File: src/rtl/pmic_pkg.sv
// Shared types and sizing helpers for the PMIC rail supervisor.
package pmic_pkg;

    typedef enum logic [2:0] {
        RAIL_OFF,
        RAIL_STARTING,
        RAIL_GOOD,
        RAIL_VFAULT,
        RAIL_IFAULT,
        RAIL_TFAULT
    } railState_t;

    // Wide enough that every counter can hold its largest threshold without wrapping.
    function automatic int counterWidth(input int a, input int b, input int c);
        int m;
        m = a;
        if (b > m) m = b;
        if (c > m) m = c;
        return $clog2(m + 1);
    endfunction

    function automatic int idxWidth(input int n);
        return (n > 1) ? $clog2(n) : 1;
    endfunction

    function automatic logic isFault(input railState_t s);
        return (s == RAIL_VFAULT) || (s == RAIL_IFAULT) || (s == RAIL_TFAULT);
    endfunction

endpackage

File: src/rtl/multi_rail_monitor_if.sv
// Sequencer-facing bundle of the rail supervisor: enables and comparator inputs in, status out.
interface multi_rail_monitor_if #(
    parameter int N_RAILS = 4
);
    localparam int IDX_W = pmic_pkg::idxWidth(N_RAILS);

    logic [N_RAILS-1:0] i_enable;
    logic [N_RAILS-1:0] i_voltageGood;
    logic [N_RAILS-1:0] i_currentGood;
    logic               i_clearFaults;

    logic [N_RAILS-1:0] o_railGood;
    logic [N_RAILS-1:0] o_voltageFault;
    logic [N_RAILS-1:0] o_currentFault;
    logic [N_RAILS-1:0] o_timeoutFault;
    logic               o_allGood;
    logic               o_anyFault;
    logic               o_firstFaultValid;
    logic [IDX_W-1:0]   o_firstFaultIdx;

    modport master (
        output i_enable, i_voltageGood, i_currentGood, i_clearFaults,
        input  o_railGood, o_voltageFault, o_currentFault, o_timeoutFault,
               o_allGood, o_anyFault, o_firstFaultValid, o_firstFaultIdx
    );

    modport slave (
        input  i_enable, i_voltageGood, i_currentGood, i_clearFaults,
        output o_railGood, o_voltageFault, o_currentFault, o_timeoutFault,
               o_allGood, o_anyFault, o_firstFaultValid, o_firstFaultIdx
    );

endinterface

File: src/rtl/rail_channel.sv
// One rail's supervisor FSM: startup qualification, debounced error detection and latched faults.
module rail_channel
    import pmic_pkg::*;
#(
    parameter int STARTUP_DELAY   = 1000,
    parameter int ERROR_DELAY     = 100,
    parameter int STARTUP_TIMEOUT = 4000
) (
    input  logic       i_clk,
    input  logic       i_resetN,
    input  logic       i_enable,
    input  logic       i_voltageGood,
    input  logic       i_currentGood,
    input  logic       i_clearFaults,
    output railState_t o_nextState,
    output logic       o_faultEntry,
    output logic       o_railGood,
    output logic       o_voltageFault,
    output logic       o_currentFault,
    output logic       o_timeoutFault
);

    localparam int CNT_W = counterWidth(STARTUP_TIMEOUT, STARTUP_DELAY, ERROR_DELAY);
    localparam logic [CNT_W-1:0] CNT_MAX      = '1;
    localparam logic [CNT_W-1:0] STAB_LAST    = CNT_W'(STARTUP_DELAY - 1);
    localparam logic [CNT_W-1:0] TIMEOUT_LAST = CNT_W'(STARTUP_TIMEOUT - 1);
    localparam logic [CNT_W-1:0] ERROR_LAST   = CNT_W'(ERROR_DELAY - 1);

    railState_t       state;
    railState_t       nextState;
    logic [CNT_W-1:0] stabCnt;
    logic [CNT_W-1:0] timeoutCnt;
    logic [CNT_W-1:0] vErrCnt;
    logic [CNT_W-1:0] iErrCnt;
    logic             bothGood;

    assign bothGood = i_voltageGood & i_currentGood;

    function automatic logic [CNT_W-1:0] satInc(input logic [CNT_W-1:0] v);
        return (v == CNT_MAX) ? v : v + 1'b1;
    endfunction

    // Losing the enable beats every other transition; voltage beats current when both trip together.
    always_comb begin
        nextState = state;
        case (state)
            RAIL_OFF: begin
                if (i_enable) nextState = RAIL_STARTING;
            end
            RAIL_STARTING: begin
                if (!i_enable)                              nextState = RAIL_OFF;
                else if (bothGood && stabCnt == STAB_LAST)  nextState = RAIL_GOOD;
                else if (timeoutCnt == TIMEOUT_LAST)        nextState = RAIL_TFAULT;
            end
            RAIL_GOOD: begin
                if (!i_enable)                                  nextState = RAIL_OFF;
                else if (!i_voltageGood && vErrCnt == ERROR_LAST) nextState = RAIL_VFAULT;
                else if (!i_currentGood && iErrCnt == ERROR_LAST) nextState = RAIL_IFAULT;
            end
            RAIL_VFAULT, RAIL_IFAULT, RAIL_TFAULT: begin
                if (i_clearFaults) nextState = RAIL_OFF;
            end
            default: nextState = RAIL_OFF;
        endcase
    end

    assign o_nextState  = nextState;
    assign o_faultEntry = isFault(nextState) && !isFault(state);

    // Outputs decode the next state so they change on the same edge as the state itself.
    always_ff @(posedge i_clk or negedge i_resetN) begin
        if (!i_resetN) begin
            state          <= RAIL_OFF;
            stabCnt        <= '0;
            timeoutCnt     <= '0;
            vErrCnt        <= '0;
            iErrCnt        <= '0;
            o_railGood     <= 1'b0;
            o_voltageFault <= 1'b0;
            o_currentFault <= 1'b0;
            o_timeoutFault <= 1'b0;
        end else begin
            state          <= nextState;
            o_railGood     <= (nextState == RAIL_GOOD);
            o_voltageFault <= (nextState == RAIL_VFAULT);
            o_currentFault <= (nextState == RAIL_IFAULT);
            o_timeoutFault <= (nextState == RAIL_TFAULT);
            if (nextState != state) begin
                stabCnt    <= '0;
                timeoutCnt <= '0;
                vErrCnt    <= '0;
                iErrCnt    <= '0;
            end else begin
                stabCnt    <= (state == RAIL_STARTING && bothGood) ? satInc(stabCnt) : '0;
                timeoutCnt <= (state == RAIL_STARTING) ? satInc(timeoutCnt) : '0;
                vErrCnt    <= (state == RAIL_GOOD && !i_voltageGood) ? satInc(vErrCnt) : '0;
                iErrCnt    <= (state == RAIL_GOOD && !i_currentGood) ? satInc(iErrCnt) : '0;
            end
        end
    end

endmodule

File: src/rtl/multi_rail_monitor.sv
// Supervisor for N_RAILS PMIC rails: per-rail channels plus aggregate flags and first-fault capture.
module multi_rail_monitor
    import pmic_pkg::*;
#(
    parameter int N_RAILS         = 4,
    parameter int STARTUP_DELAY   = 1000,
    parameter int ERROR_DELAY     = 100,
    parameter int STARTUP_TIMEOUT = 4000
) (
    input  logic                 i_clk,
    input  logic                 i_resetN,
    multi_rail_monitor_if.slave  bus
);

    localparam int IDX_W = idxWidth(N_RAILS);

    if (N_RAILS < 1 || N_RAILS > 16) begin : gBadRails
        $error("multi_rail_monitor: N_RAILS must be within 1..16");
    end
    if (STARTUP_DELAY < 1) begin : gBadStartup
        $error("multi_rail_monitor: STARTUP_DELAY must be at least 1");
    end
    if (ERROR_DELAY < 1) begin : gBadError
        $error("multi_rail_monitor: ERROR_DELAY must be at least 1");
    end
    if (STARTUP_TIMEOUT <= STARTUP_DELAY) begin : gBadTimeout
        $error("multi_rail_monitor: STARTUP_TIMEOUT must exceed STARTUP_DELAY");
    end

    railState_t         nextState [N_RAILS];
    logic [N_RAILS-1:0] nextGood;
    logic [N_RAILS-1:0] nextFault;
    logic [N_RAILS-1:0] faultEntry;
    logic [N_RAILS-1:0] railGood;
    logic [N_RAILS-1:0] voltageFault;
    logic [N_RAILS-1:0] currentFault;
    logic [N_RAILS-1:0] timeoutFault;
    logic [IDX_W-1:0]   entryIdx;
    logic               allGood;
    logic               anyFault;
    logic               firstFaultValid;
    logic [IDX_W-1:0]   firstFaultIdx;

    for (genvar n = 0; n < N_RAILS; n++) begin : gRail
        rail_channel #(
            .STARTUP_DELAY   (STARTUP_DELAY),
            .ERROR_DELAY     (ERROR_DELAY),
            .STARTUP_TIMEOUT (STARTUP_TIMEOUT)
        ) uChannel (
            .i_clk          (i_clk),
            .i_resetN       (i_resetN),
            .i_enable       (bus.i_enable[n]),
            .i_voltageGood  (bus.i_voltageGood[n]),
            .i_currentGood  (bus.i_currentGood[n]),
            .i_clearFaults  (bus.i_clearFaults),
            .o_nextState    (nextState[n]),
            .o_faultEntry   (faultEntry[n]),
            .o_railGood     (railGood[n]),
            .o_voltageFault (voltageFault[n]),
            .o_currentFault (currentFault[n]),
            .o_timeoutFault (timeoutFault[n])
        );

        assign nextGood[n]  = (nextState[n] == RAIL_GOOD);
        assign nextFault[n] = isFault(nextState[n]);
    end

    // Scanning downward leaves the lowest-numbered newly faulting rail.
    always_comb begin
        entryIdx = '0;
        for (int n = N_RAILS - 1; n >= 0; n--) begin
            if (faultEntry[n]) entryIdx = IDX_W'(n);
        end
    end

    // A fault arriving with a clear is captured, since the clear frees the slot on that edge.
    always_ff @(posedge i_clk or negedge i_resetN) begin
        if (!i_resetN) begin
            allGood         <= 1'b0;
            anyFault        <= 1'b0;
            firstFaultValid <= 1'b0;
            firstFaultIdx   <= '0;
        end else begin
            allGood  <= &nextGood;
            anyFault <= |nextFault;
            if (|faultEntry && (!firstFaultValid || bus.i_clearFaults)) begin
                firstFaultValid <= 1'b1;
                firstFaultIdx   <= entryIdx;
            end else if (bus.i_clearFaults) begin
                firstFaultValid <= 1'b0;
                firstFaultIdx   <= '0;
            end
        end
    end

    assign bus.o_railGood        = railGood;
    assign bus.o_voltageFault    = voltageFault;
    assign bus.o_currentFault    = currentFault;
    assign bus.o_timeoutFault    = timeoutFault;
    assign bus.o_allGood         = allGood;
    assign bus.o_anyFault        = anyFault;
    assign bus.o_firstFaultValid = firstFaultValid;
    assign bus.o_firstFaultIdx   = firstFaultIdx;

endmodule

File: src/flat_wrapper.sv
// flat-port wrapper written by rule: the top's interface ports become plain ports
module multi_rail_monitor_flat import pmic_pkg::*;
#(
    parameter int N_RAILS         = 4,
    parameter int STARTUP_DELAY   = 1000,
    parameter int ERROR_DELAY     = 100,
    parameter int STARTUP_TIMEOUT = 4000
)
  (i_clk, i_resetN, bus_i_enable, bus_i_voltageGood, bus_i_currentGood, bus_i_clearFaults, bus_o_railGood, bus_o_voltageFault, bus_o_currentFault, bus_o_timeoutFault, bus_o_allGood, bus_o_anyFault, bus_o_firstFaultValid, bus_o_firstFaultIdx);
  multi_rail_monitor_if #(.N_RAILS(N_RAILS)) bus_i ();
  input  logic i_clk;
  input  logic i_resetN;
  input wire logic [$bits(bus_i.i_enable)-1:0] bus_i_enable;
  input wire logic [$bits(bus_i.i_voltageGood)-1:0] bus_i_voltageGood;
  input wire logic [$bits(bus_i.i_currentGood)-1:0] bus_i_currentGood;
  input wire logic [$bits(bus_i.i_clearFaults)-1:0] bus_i_clearFaults;
  output wire logic [$bits(bus_i.o_railGood)-1:0] bus_o_railGood;
  output wire logic [$bits(bus_i.o_voltageFault)-1:0] bus_o_voltageFault;
  output wire logic [$bits(bus_i.o_currentFault)-1:0] bus_o_currentFault;
  output wire logic [$bits(bus_i.o_timeoutFault)-1:0] bus_o_timeoutFault;
  output wire logic [$bits(bus_i.o_allGood)-1:0] bus_o_allGood;
  output wire logic [$bits(bus_i.o_anyFault)-1:0] bus_o_anyFault;
  output wire logic [$bits(bus_i.o_firstFaultValid)-1:0] bus_o_firstFaultValid;
  output wire logic [$bits(bus_i.o_firstFaultIdx)-1:0] bus_o_firstFaultIdx;
  assign bus_i.i_enable = bus_i_enable;
  assign bus_i.i_voltageGood = bus_i_voltageGood;
  assign bus_i.i_currentGood = bus_i_currentGood;
  assign bus_i.i_clearFaults = bus_i_clearFaults;
  assign bus_o_railGood = bus_i.o_railGood;
  assign bus_o_voltageFault = bus_i.o_voltageFault;
  assign bus_o_currentFault = bus_i.o_currentFault;
  assign bus_o_timeoutFault = bus_i.o_timeoutFault;
  assign bus_o_allGood = bus_i.o_allGood;
  assign bus_o_anyFault = bus_i.o_anyFault;
  assign bus_o_firstFaultValid = bus_i.o_firstFaultValid;
  assign bus_o_firstFaultIdx = bus_i.o_firstFaultIdx;
  multi_rail_monitor #(.N_RAILS(N_RAILS), .STARTUP_DELAY(STARTUP_DELAY), .ERROR_DELAY(ERROR_DELAY), .STARTUP_TIMEOUT(STARTUP_TIMEOUT)) u_core (.i_clk(i_clk), .i_resetN(i_resetN), .bus(bus_i));
endmodule
File: config.mk
export PLATFORM = sky130hd
export DESIGN_NAME = multi_rail_monitor_flat
export DESIGN_NICKNAME = d
export VERILOG_FILES = /design/src/rtl/pmic_pkg.sv /design/src/rtl/multi_rail_monitor_if.sv /design/src/rtl/rail_channel.sv /design/src/rtl/multi_rail_monitor.sv /design/src/flat_wrapper.sv
export SDC_FILE = /design/constraint.sdc
export NUM_CORES = 1
export LEC_CHECK = 0
export ABC_AREA = 1
export CORE_MARGIN = 4
export CORE_UTILIZATION = 30
export CTS_CLUSTER_DIAMETER = 50
export DETAILED_ROUTE_END_ITERATION = 16
export GPL_ROUTABILITY_DRIVEN = 0
export MAX_ROUTING_LAYER = met4
export PLACE_DENSITY = 0.46
export SYNTH_ARGS = -nofsm -noshare
export SYNTH_HDL_FRONTEND = slang
export SYNTH_SLANG_ARGS = --single-unit
File: constraint.sdc
create_clock -name i_clk -period 2.07 [get_ports i_clk]
set_input_delay 0.207 -clock i_clk [delete_from_list [all_inputs] [get_ports i_clk]]
set_output_delay 0.207 -clock i_clk [all_outputs]
set_load 0.01 [all_outputs]
==> results of run 1 <==
[registers in the layout (all words and copies together) (netlist names)]
register and flops:
u_core.gRail.uChannel.iErrCnt 48, u_core.gRail.uChannel.vErrCnt 48, u_core.gRail.uChannel.o_currentFault 4, u_core.bus.o_firstFaultIdx 2, u_core.gRail.uChannel.o_voltageFault 4, u_core.bus.o_firstFaultValid 1
u_core.bus.o_allGood 1, u_core.gRail.uChannel.o_railGood 4, u_core.bus.o_anyFault 1, u_core.gRail.uChannel.o_timeoutFault 4, u_core.gRail.uChannel.timeoutCnt 48, u_core.gRail.uChannel.stabCnt 48
u_core.gRail.uChannel.state 12
[layout by cell type, fill, tap and decap left out, types with 29 or more instances in the layout]
cell type,n
nand2_1,260
buf_4,230
dfrtp_1,225
inv_1,182
nor2_1,169
nand3_1,112
nor2_2,75
nor2_4,74
o21ai_0,59
xor2_1,58
clkbuf_16,45
nor3_1,38
nand2_2,36
clkdlybuf4s50_1,34
nand4_1,31
a21oi_2,29
[per-layer routing]
| metal | track usage [%] | vias to the layer above |
|---|---|---|
| li1 | - | 5753 |
| met1 | 17.7 | 5211 |
| met2 | 21.6 | 99 |
| met3 | 3.17 | 48 |
| met4 | 3.87 | 0 |
| met5 | - | - |
[cells in the mapped netlist (24+ instances only)]
library cell | count | share of area, %
nor3_1 | 58 | 2.3
dfrtp_1 | 225 | 44
nor2_4 | 33 | 2.9
inv_1 | 193 | 5.7
a21oi_1 | 41 | 1.6
nand2_1 | 298 | 8.8
o21ai_0 | 64 | 2.5
xor2_1 | 62 | 4.3
nand4_1 | 31 | 1.5
nand3_1 | 129 | 5.1
nor2_1 | 261 | 7.7
nor2_2 | 24 | 1.2
[logic make-up after synthesis]
kind of cell    share of synthesized area (%)
xor+xnor                                 6.08
flops                                    44.2
compound gates                           6.82
simple gates                             32.9
fa+ha+maj                                1.57
buf+inv                                  8.45
[final cells by class]
cell class	count	area, um^2
fill	4070	23600
multi-input combinational	1138	7260
sequential	225	5630
timing repair buffer	298	2630
clock buffer	48	1090
inverter	208	808
tap	539	674
clock inverter	20	288
[stage by stage]
stage,instance area (um^2),hold WS [ns],setup TNS (ns),worst slack (ns),util (%)
6_report,18400,0.254,-0.0516,-0.0222,43.8
3_3_place_gp,15200,0.257,-38.57,-0.292,36.2
2_1_floorplan,12700,-0.0886,0,0.128,-
3_5_place_dp,15200,0.249,-40.87,-0.325,36.2
4_1_cts,17000,0.262,-0.00749,-0.00749,40.5
5_1_grt,18400,0.318,-16.27,-0.168,43.8
[how the worst min path moves through the flow]
stage                  start                                    to  slack, ns  cells past startpoint
finish              i_resetN   u_core.gRail[3].uChannel.vErrCnt[1]       0.25                      2
global route        i_resetN   u_core.gRail[3].uChannel.vErrCnt[1]       0.32                      2
CTS                 i_resetN   u_core.gRail[3].uChannel.vErrCnt[1]       0.26                      2
detailed placement  i_resetN  u_core.gRail[3].uChannel.vErrCnt[11]       0.25                      1
global placement    i_resetN   u_core.gRail[3].uChannel.vErrCnt[9]       0.26                      1
floorplan           i_resetN                  u_core.bus.o_allGood      -0.09                      0
[worst register-to-register path: stages, from the launching register on]
cell	delay, ns
dfrtp_1	0.47
inv_2	0.09
nand2_2	0.08
and3_1	0.20
nand3_1	0.11
o21ai_2	0.08
inv_2	0.06
nand2_4	0.08
inv_2	0.04
nor2_1	0.09
o21ai_1	0.08
nor2_2	0.14
buf_6	0.15
nand2_4	0.07
buf_12	0.17
nor3_4	0.10
[what timing repair did]
action                                  CTS  global route
pin swaps                                28            63
endpoints found under the setup margin  129           199
hold buffers                              1             0
gates resized for setup                  67           289
hold endpoints to repair                 66             0
cloned                                    4             9
setup buffers                            16            28
[power by group]
group	leakage, nW	switching, mW	internal (mW)
logic	4.02	0.324	0.222
registers	3.13	0.0131	4.42
clock network	0.674	2.32	4.51
total	7.82	2.66	9.15
==> run_results.csv, run 1 <==
group,metric,value,unit
routing,routed-wl-met3,1080,um
clock_tree,clkLatencyLatePin,0.54,ns
sta,period_minus_slack,2.09,ns
global_route,grt_antenna_before_repair,0,
sta,worstMarginPinSlew,0.832,ns
routing,drtIter0Drc,444,
routing,wl_per_cell,12.7,um
worst_setup_path,r2r_cells,15,
worst_setup_path,crit_path_end_kind,"register",
die,die_area,45800,um^2
sta,rsz0062_at_grt,"yes",
worst_setup_path,critPathMaxFanout,6,
worst_setup_path,rrSetupSlack,-0.02,ns
worst_setup_path,cp_num_buf_inv,5,
clock_tree,clock-sinks,225,
routing,drcViolationCount,0,
worst_setup_path,crit_path_max_incr_delay,0.47,ns
worst_setup_path,worst-path-stages,15,
clock_tree,cts_max_level,2,
worst_setup_path,worst-setup-path-type,"reg -> reg",
sta,timing.final.crit_share,101,%
power,ir_drop,406,uV
power,leakagePower,7.82,nW
die,core_area,41900,um^2
layout,num_antenna_cells,0,
synthesis,async_flop_share,100,%
power,p_total,11.8,mW
layout,nets,1940,
die,die-width,214,um
routing,vias,11111,
outcome,violations,"setup timing",
global_route,grt_pass1_vias,10942,
worst_setup_path,crit_slowest_cell,"dfrtp_1",
synthesis,synth_warnings,0,
synthesis,syn_inst,1600,
clock_tree,cts_buffers,38,
worst_setup_path,crit_required,2.53,ns
worst_setup_path,arrival,2.55,ns
worst_setup_path,startpoint_type,"register",
die,dieHeight,214,um
clock_tree,clk_path_buf_depth,3,
die,start_util,30.4,%
placed_design,dp_cells,2351,
worst_setup_path,startpoint,"u_core.gRail[1].uChannel.state[1]",
routing,firstDrtPassIters,5,
global_route,grt_usage,13.7,%
worst_setup_path,r2r_end,"u_core.gRail[1].uChannel.stabCnt[5]",
sta,fmax,478,MHz
synthesis,seq_area_frac_synth,44.2,%
worst_setup_path,crit_top_cell,"inv_2",
routing,met2_length,14900,um
placed_design,io_buffers,35,
synthesis,syn_area_per_cell,7.96,um^2
routing,m1WireLength,14800,um
routing,antenna_left,0,
layout,syn_to_final_growth,44.4,%
synthesis,synth-edff-count,0,
sta,hold_violations,0,
clock_tree,root_buffer,"clkbuf_16",
synthesis,synth_seq_cells,225,
flow_run,maxCapViolCount,0,
hold_path,hold_class,"in -> async",
worst_setup_path,crit_end,"u_core.gRail[1].uChannel.stabCnt[5]",
routing,top_layer,"met4",
synthesis,synth.distinct_cells,54,
worst_setup_path,path_delay_family,"simple AND/OR/NAND/NOR gates",
clock_tree,path_clk_slew,0.06,ns
sta,setup_ws,-0.0222,ns
worst_setup_path,reg2reg_from,"u_core.gRail[1].uChannel.state[1]",
placed_design,dp_hpwl,21000,um
outcome,status,"finished, violations left",
synthesis,synth.net_count,1631,
worst_setup_path,crit_chain,"inv_2, nand2_2, and3_1, nand3_1, o21ai_2, inv_2, nand2_4, inv_2, nor2_1, o21ai_1, nor2_2, buf_6, nand2_4, buf_12, nor3_4",
sta,drv_slew,0,
routing,viasPerCell,4.49,
sta,finalSetupViolCount,5,
die,io_pins,36,
sta,slew_headroom,44.3,%
clock_tree,cts_tree,"yes",
power,power_density,642,nW/um^2
die,fp-row-count,75,
layout,fin_cells,2476,
global_route,overflow,0,
routing,totalWireLength,31400,um
synthesis,synth_ff_type,"dfrtp_1",
layout,drive_above_1_share,35.4,%
global_route,grt_pass1_wl,51700,um
synthesis,synth_area,12700,um^2
global_route,grt_max_degree,73,
sta,finalClockSkew,0.0184,ns
Power figures use the tool's default switching activity.
==> run 2: changes to the inputs <==
--- a/config.mk
+++ b/config.mk
@@ -11,6 +11,7 @@
 export CTS_CLUSTER_DIAMETER = 50
 export DETAILED_ROUTE_END_ITERATION = 16
 export GPL_ROUTABILITY_DRIVEN = 0
+export GPL_TIMING_DRIVEN = 0
 export MAX_ROUTING_LAYER = met4
 export PLACE_DENSITY = 0.46
 export SYNTH_ARGS = -nofsm -noshare
==> run 2 against run 1 <==
The run still ends with setup timing left. Via count decreased by 2.4%. Sequential share of layout area rose by 1.3 points. Hold slack lost 0.12 ns. Sequential power is essentially flat. Worst setup slack got worse by 0.037 ns. Count of clock-buffer cells in the layout shrank 1. Global-route usage fell by 0.52 points. Non-clock buffer count is 117 lower. Clock skew increased by 0.0069 ns. Power rose by 0.78%. Utilization shrank 1.7 points. Largest cell class unchanged. Highest routed layer unchanged.
==> run_results.csv, run 2 (same netlist as run 1, synthesis figures left out) <==
group,metric,value,unit
layout,num_antenna_cells,0,
global_route,grt_pass1_wl,49800,um
sta,period_minus_slack,2.13,ns
routing,totalWireLength,30500,um
routing,drtIter0Drc,489,
power,ir_drop,479,uV
sta,setup_ws,-0.0593,ns
die,die_area,45800,um^2
power,leakagePower,7.33,nW
global_route,grt_antenna_before_repair,0,
layout,seqCellArea,5640,um^2
routing,firstDrtPassIters,4,
worst_setup_path,crit_slowest_cell,"dfrtp_1",
clock_tree,cts_tree,"yes",
die,die-width,214,um
sta,rsz0062_at_grt,"yes",
routing,top_layer,"met4",
sta,finalSetupViolCount,36,
layout,final_cell_mix,"258 x nand2_1, 216 x dfrtp_1, 178 x inv_1",
clock_tree,cts_buffers,40,
layout,fillCellCount,4179,
outcome,status,"finished, violations left",
global_route,grt_pass1_vias,10649,
sta,drv_slew,0,
worst_setup_path,path_delay_family,"simple AND/OR/NAND/NOR gates",
die,io_pins,36,
clock_tree,root_buffer,"clkbuf_16",
placed_design,dp_hpwl,19400,um
worst_setup_path,critPathMaxFanout,5,
routing,m1WireLength,14000,um
clock_tree,path_clk_slew,0.06,ns
placed_design,pre_cts_ws,-0.645,ns
routing,met2_length,14600,um
sta,hold_violations,0,
layout,multiInputGateArea,7380,um^2
sta,timing.final.crit_share,103,%
die,fp-row-count,75,
layout,syn_to_final_growth,38.6,%
worst_setup_path,cp_num_buf_inv,2,
routing,vias,10840,
clock_tree,cts_max_level,2,
power,power_density,674,nW/um^2
placed_design,io_buffers,35,
flow_run,maxCapViolCount,0,
outcome,violations,"setup timing",
layout,nets,1821,
routing,routed-wl-met3,1030,um
die,dieHeight,214,um
power,p_total,11.9,mW
routing,viasPerCell,4.60,
layout,drive_above_1_share,32.0,%
sta,slew_headroom,59.6,%
worst_setup_path,startpoint_type,"register",
sta,finalSetupTns,-0.775,ns
global_route,grt_usage,13.1,%
worst_setup_path,crit_path_end_kind,"register",
clock_tree,clock-sinks,225,
worst_setup_path,crit_chain,"ha_4, nand2_2, nor3_2, buf_4, nand3_1, nand3_4, xor2_4, nand4_1, buf_6, nor2_1",
worst_setup_path,arrival,2.61,ns
worst_setup_path,crit_required,2.55,ns
global_route,grt_max_degree,111,
die,start_util,30.4,%
routing,wl_per_cell,12.9,um
worst_setup_path,crit_path_max_incr_delay,0.41,ns
sta,finalClockSkew,0.0253,ns
routing,antenna_left,0,
placed_design,dp_cells,2176,
global_route,overflow,0,
layout,final_common_cell,"nand2_1",
clock_tree,clk_path_buf_depth,3,
clock_tree,clkLatencyLatePin,0.55,ns
sta,fmax,470,MHz
layout,fin_cells,2356,
sta,holdWs,0.136,ns
die,core_area,41900,um^2
hold_path,hold_class,"in -> async",
routing,drcViolationCount,0,
worst_setup_path,worst-setup-path-type,"reg -> reg",
sta,worstMarginPinSlew,0.606,ns
[run 2: worst register-to-register path, stage by stage (launching register included)]
cell and delay [ns]:
dfrtp_1 0.41, ha_4 0.17, nand2_2 0.05, nor3_2 0.21, buf_4 0.14, nand3_1 0.11
nand3_4 0.15, xor2_4 0.19, nand4_1 0.29, buf_6 0.25, nor2_1 0.08
[run 2: where the power goes]
group / internal (mW) / switching, mW / total, mW
registers: 4.42 / 0.0171 / 4.44
logic: 0.180 / 0.300 / 0.479
clock network: 4.57 / 2.42 / 6.99
total: 9.17 / 2.74 / 11.9
[run 2: path summary, 6_finish.rpt]
check	to	start	cells past startpoint	slack (ns)
min	u_core.gRail[3].uChannel.iErrCnt[11]	i_resetN	2	0.14
max reg2reg	u_core.gRail[3].uChannel.vErrCnt[9]	u_core.gRail[3].uChannel.vErrCnt[1]	10	-0.06
max in group asynchronous	u_core.gRail[0].uChannel.vErrCnt[3]	i_resetN	4	0.69
max	u_core.gRail[3].uChannel.vErrCnt[9]	u_core.gRail[3].uChannel.vErrCnt[1]	10	-0.06
min in group i_clk	u_core.gRail[2].uChannel.vErrCnt[7]	bus_i_voltageGood[2]	4	0.45
min reg2reg	u_core.gRail[0].uChannel.iErrCnt[8]	u_core.gRail[0].uChannel.iErrCnt[8]	2	0.56
[run 2: what timing repair did]
action                                 in CTS  in global routing
cloned                                      5                  8
endpoints found under the hold margin      56                  0
setup buffers                              55                 42
hold buffers                                1                  0
setup endpoints to repair                 189                196
pin swaps                                  51                 53
resized for setup                         127                276
[run 2: layer usage]
| metal | track usage (%) | up-vias |
|---|---|---|
| li1 | - | 5517 |
| met1 | 16.5 | 5159 |
| met3 | 3.10 | 58 |
| met5 | - | - |
| met4 | 4.93 | 0 |
| met2 | 20.8 | 106 |
[run 2: final cells by class]
type / instances / share of cell area (%)
Timing Repair Buffer: 147 / 7.89
Multi-Input combinational cell: 1134 / 41.8
Clock inverter: 22 / 1.74
Inverter: 208 / 4.55
Buffer: 34 / 2.01
Clock buffer: 47 / 6.22
Sequential cell: 225 / 32.0
Tap cell: 539 / 3.82
[run 2: per-stage QoR]
step,utilization (%),instance area (um^2)
after floorplan,-,12700
after global placement,32.8,13800
after detailed placement,33.0,13800
after CTS,38.5,16200
after global routing,42.1,17700
final,42.1,17700
==> run 3: changes to the inputs <==
--- a/config.mk
+++ b/config.mk
@@ -6,7 +6,8 @@
 export NUM_CORES = 1
 export LEC_CHECK = 0
 export ABC_AREA = 1
-export CORE_MARGIN = 4
+export CAP_MARGIN = 20
+export CORE_MARGIN = 5
 export CORE_UTILIZATION = 30
 export CTS_CLUSTER_DIAMETER = 50
 export DETAILED_ROUTE_END_ITERATION = 16
==> run 3 against run 2 <==
Combinational power up 3%. The flow still finishes with violations (setup timing). Maximum frequency shrank 1.5%. Clock skew decreased by 0.0054 ns. Utilization increased by 0.060 points. Non-clock buffer count is 2 higher. Global-route usage down 0.47 points. Register-to-register slack got worse by 0.03 ns. Routed wire length shrank 0.89%. Worst setup slack got worse by 0.033 ns. Cell count barely moved. Via count fell by 1.2%.
==> run_results.csv, run 3 (same netlist as run 1, synthesis figures left out) <==
group,metric,value,unit
clock_tree,clk_path_buf_depth,3,
layout,nets,1820,
power,leakagePower,7.27,nW
worst_setup_path,worst-setup-path-type,"reg -> reg",
clock_tree,clock-sinks,225,
clock_tree,cts_max_level,2,
sta,drv_slew,0,
global_route,grt_pass1_wl,48800,um
placed_design,dp_cells,2176,
sta,setup_ws,-0.0919,ns
routing,drcViolationCount,0,
layout,final_cell_mix,"256 x nand2_1, 218 x dfrtp_1, 174 x inv_1",
global_route,grt_usage,12.7,%
worst_setup_path,crit_required,2.52,ns
layout,final_common_cell,"nand2_1",
worst_setup_path,startpoint_type,"register",
global_route,overflow,0,
die,io_pins,36,
sta,period_minus_slack,2.16,ns
sta,finalSetupViolCount,47,
sta,holdWs,0.229,ns
global_route,grt_antenna_before_repair,0,
die,dieHeight,216,um
routing,viasPerCell,4.55,
sta,worstMarginPinSlew,0.587,ns
clock_tree,root_buffer,"clkbuf_16",
sta,slew_headroom,60.5,%
outcome,violations,"setup timing",
die,fp-row-count,75,
sta,fmax,463,MHz
routing,wl_per_cell,12.8,um
clock_tree,path_clk_slew,0.05,ns
power,ir_drop,441,uV
die,core_area,41900,um^2
hold_path,hold_class,"in -> async",
sta,rsz0062_at_grt,"yes",
worst_setup_path,rrSetupSlack,-0.09,ns
sta,hold_violations,0,
routing,totalWireLength,30200,um
worst_setup_path,critPathMaxFanout,5,
layout,num_antenna_cells,0,
die,die_area,46700,um^2
routing,firstDrtPassIters,5,
power,p_total,11.0,mW
sta,timing.final.crit_share,104,%
layout,drive_above_1_share,32.0,%
power,power_density,622,nW/um^2
die,die-width,216,um
worst_setup_path,crit_path_end_kind,"register",
layout,fin_util,42.2,%
global_route,grt_pass1_vias,10264,
layout,syn_to_final_growth,38.8,%
routing,vias,10712,
worst_setup_path,arrival,2.61,ns
clock_tree,clkLatencyLatePin,0.54,ns
clock_tree,cts_tree,"yes",
flow_run,maxCapViolCount,0,
global_route,grt_max_degree,82,
placed_design,dp_hpwl,19400,um
layout,fin_cells,2355,
outcome,status,"finished, violations left",
routing,antenna_left,0,
placed_design,io_buffers,35,
sta,finalClockSkew,0.0199,ns
clock_tree,cts_buffers,37,
die,start_util,30.4,%
routing,drtIter0Drc,464,
## run 3: cell types whose count changed in the layout (fill, tap and decap cells not counted), moves of 5 or more
cell / change
bufinv_16: -5
buf_6: -9
nor2_2: -14
nor2_4: +11
nand2_2: -5
## run 3: power breakdown
group | internal (mW) | leakage (nW) | switching [mW]
Sequential | 4.42 | 3.12 | 0.0177
Clock | 3.72 | 0.606 | 2.34
Combinational | 0.185 | 3.54 | 0.309
## run 3: layout make-up
class / instances / area (um^2)
clock buffers: 44 / 1020
well taps: 539 / 674
fillers: 4123 / 24300
repair buffers: 149 / 1450
inverters: 208 / 803
flip-flops and latches: 225 / 5640
plain buffers: 34 / 380
multi-input cells: 1134 / 7510
clock inverters: 22 / 193
## run 3: path summary, 6_finish.rpt
| path | start | end | cells past startpoint |
|---|---|---|---|
| hold / removal | i_resetN | u_core.gRail[3].uChannel.iErrCnt[6] | 2 |
| setup reg to reg | u_core.gRail[1].uChannel.vErrCnt[7] | u_core.gRail[1].uChannel.stabCnt[11] | 15 |
| hold reg to reg | u_core.gRail[3].uChannel.timeoutCnt[11] | u_core.gRail[3].uChannel.timeoutCnt[11] | 2 |
| setup / recovery | u_core.gRail[1].uChannel.vErrCnt[7] | u_core.gRail[1].uChannel.stabCnt[11] | 15 |
| max in group asynchronous | i_resetN | u_core.gRail[0].uChannel.iErrCnt[3] | 4 |
| min in group i_clk | bus_i_enable[2] | u_core.gRail[2].uChannel.state[1] | 3 |
## run 3: critical path, stage by stage, from the launching register on
cell	delay [ns]
dfrtp_1	0.38
inv_2	0.10
nand2_2	0.06
nor3_2	0.18
nand3_2	0.16
o21ai_2	0.15
inv_2	0.05
nand2_4	0.08
inv_4	0.05
nor2_4	0.09
o21ai_2	0.06
nor2_2	0.18
buf_6	0.18
nand2_8	0.08
buf_8	0.17
a21oi_2	0.09
## run 3: per-layer routing
| layer | part of all wire, % | vias up | wire length, um | track usage [%] |
|---|---|---|---|---|
| met5 | 0 | - | 0 | - |
| li1 | - | 5507 | - | - |
| met3 | 3.2 | 44 | 968 | 2.80 |
| met4 | 1.9 | 0 | 583 | 3.63 |
| met1 | 46 | 5065 | 14000 | 16.4 |
| met2 | 48 | 96 | 14600 | 20.1 |
## run 3: repair_timing
item / 4_1_cts / 5_1_grt
hold endpoints to repair: 68 / 0
setup buffers: 47 / 52
gates cloned: 3 / 10
pin swaps: 36 / 70
hold buffers: 1 / 0
resized for setup: 104 / 322
setup endpoints to repair: 181 / 196
## run 3: through the flow
| stage | setup WS (ns) | setup TNS [ns] | area, um^2 |
|---|---|---|---|
| 2_1_floorplan | 0.128 | 0 | 12700 |
| 3_3_place_gp | -9.76 | -2276.21 | 13800 |
| 3_5_place_dp | -0.667 | -90.62 | 13800 |
| 4_1_cts | -0.0205 | -0.195 | 15800 |
| 5_1_grt | -0.231 | -24.60 | 17700 |
| 6_report | -0.0919 | -1.57 | 17700 |
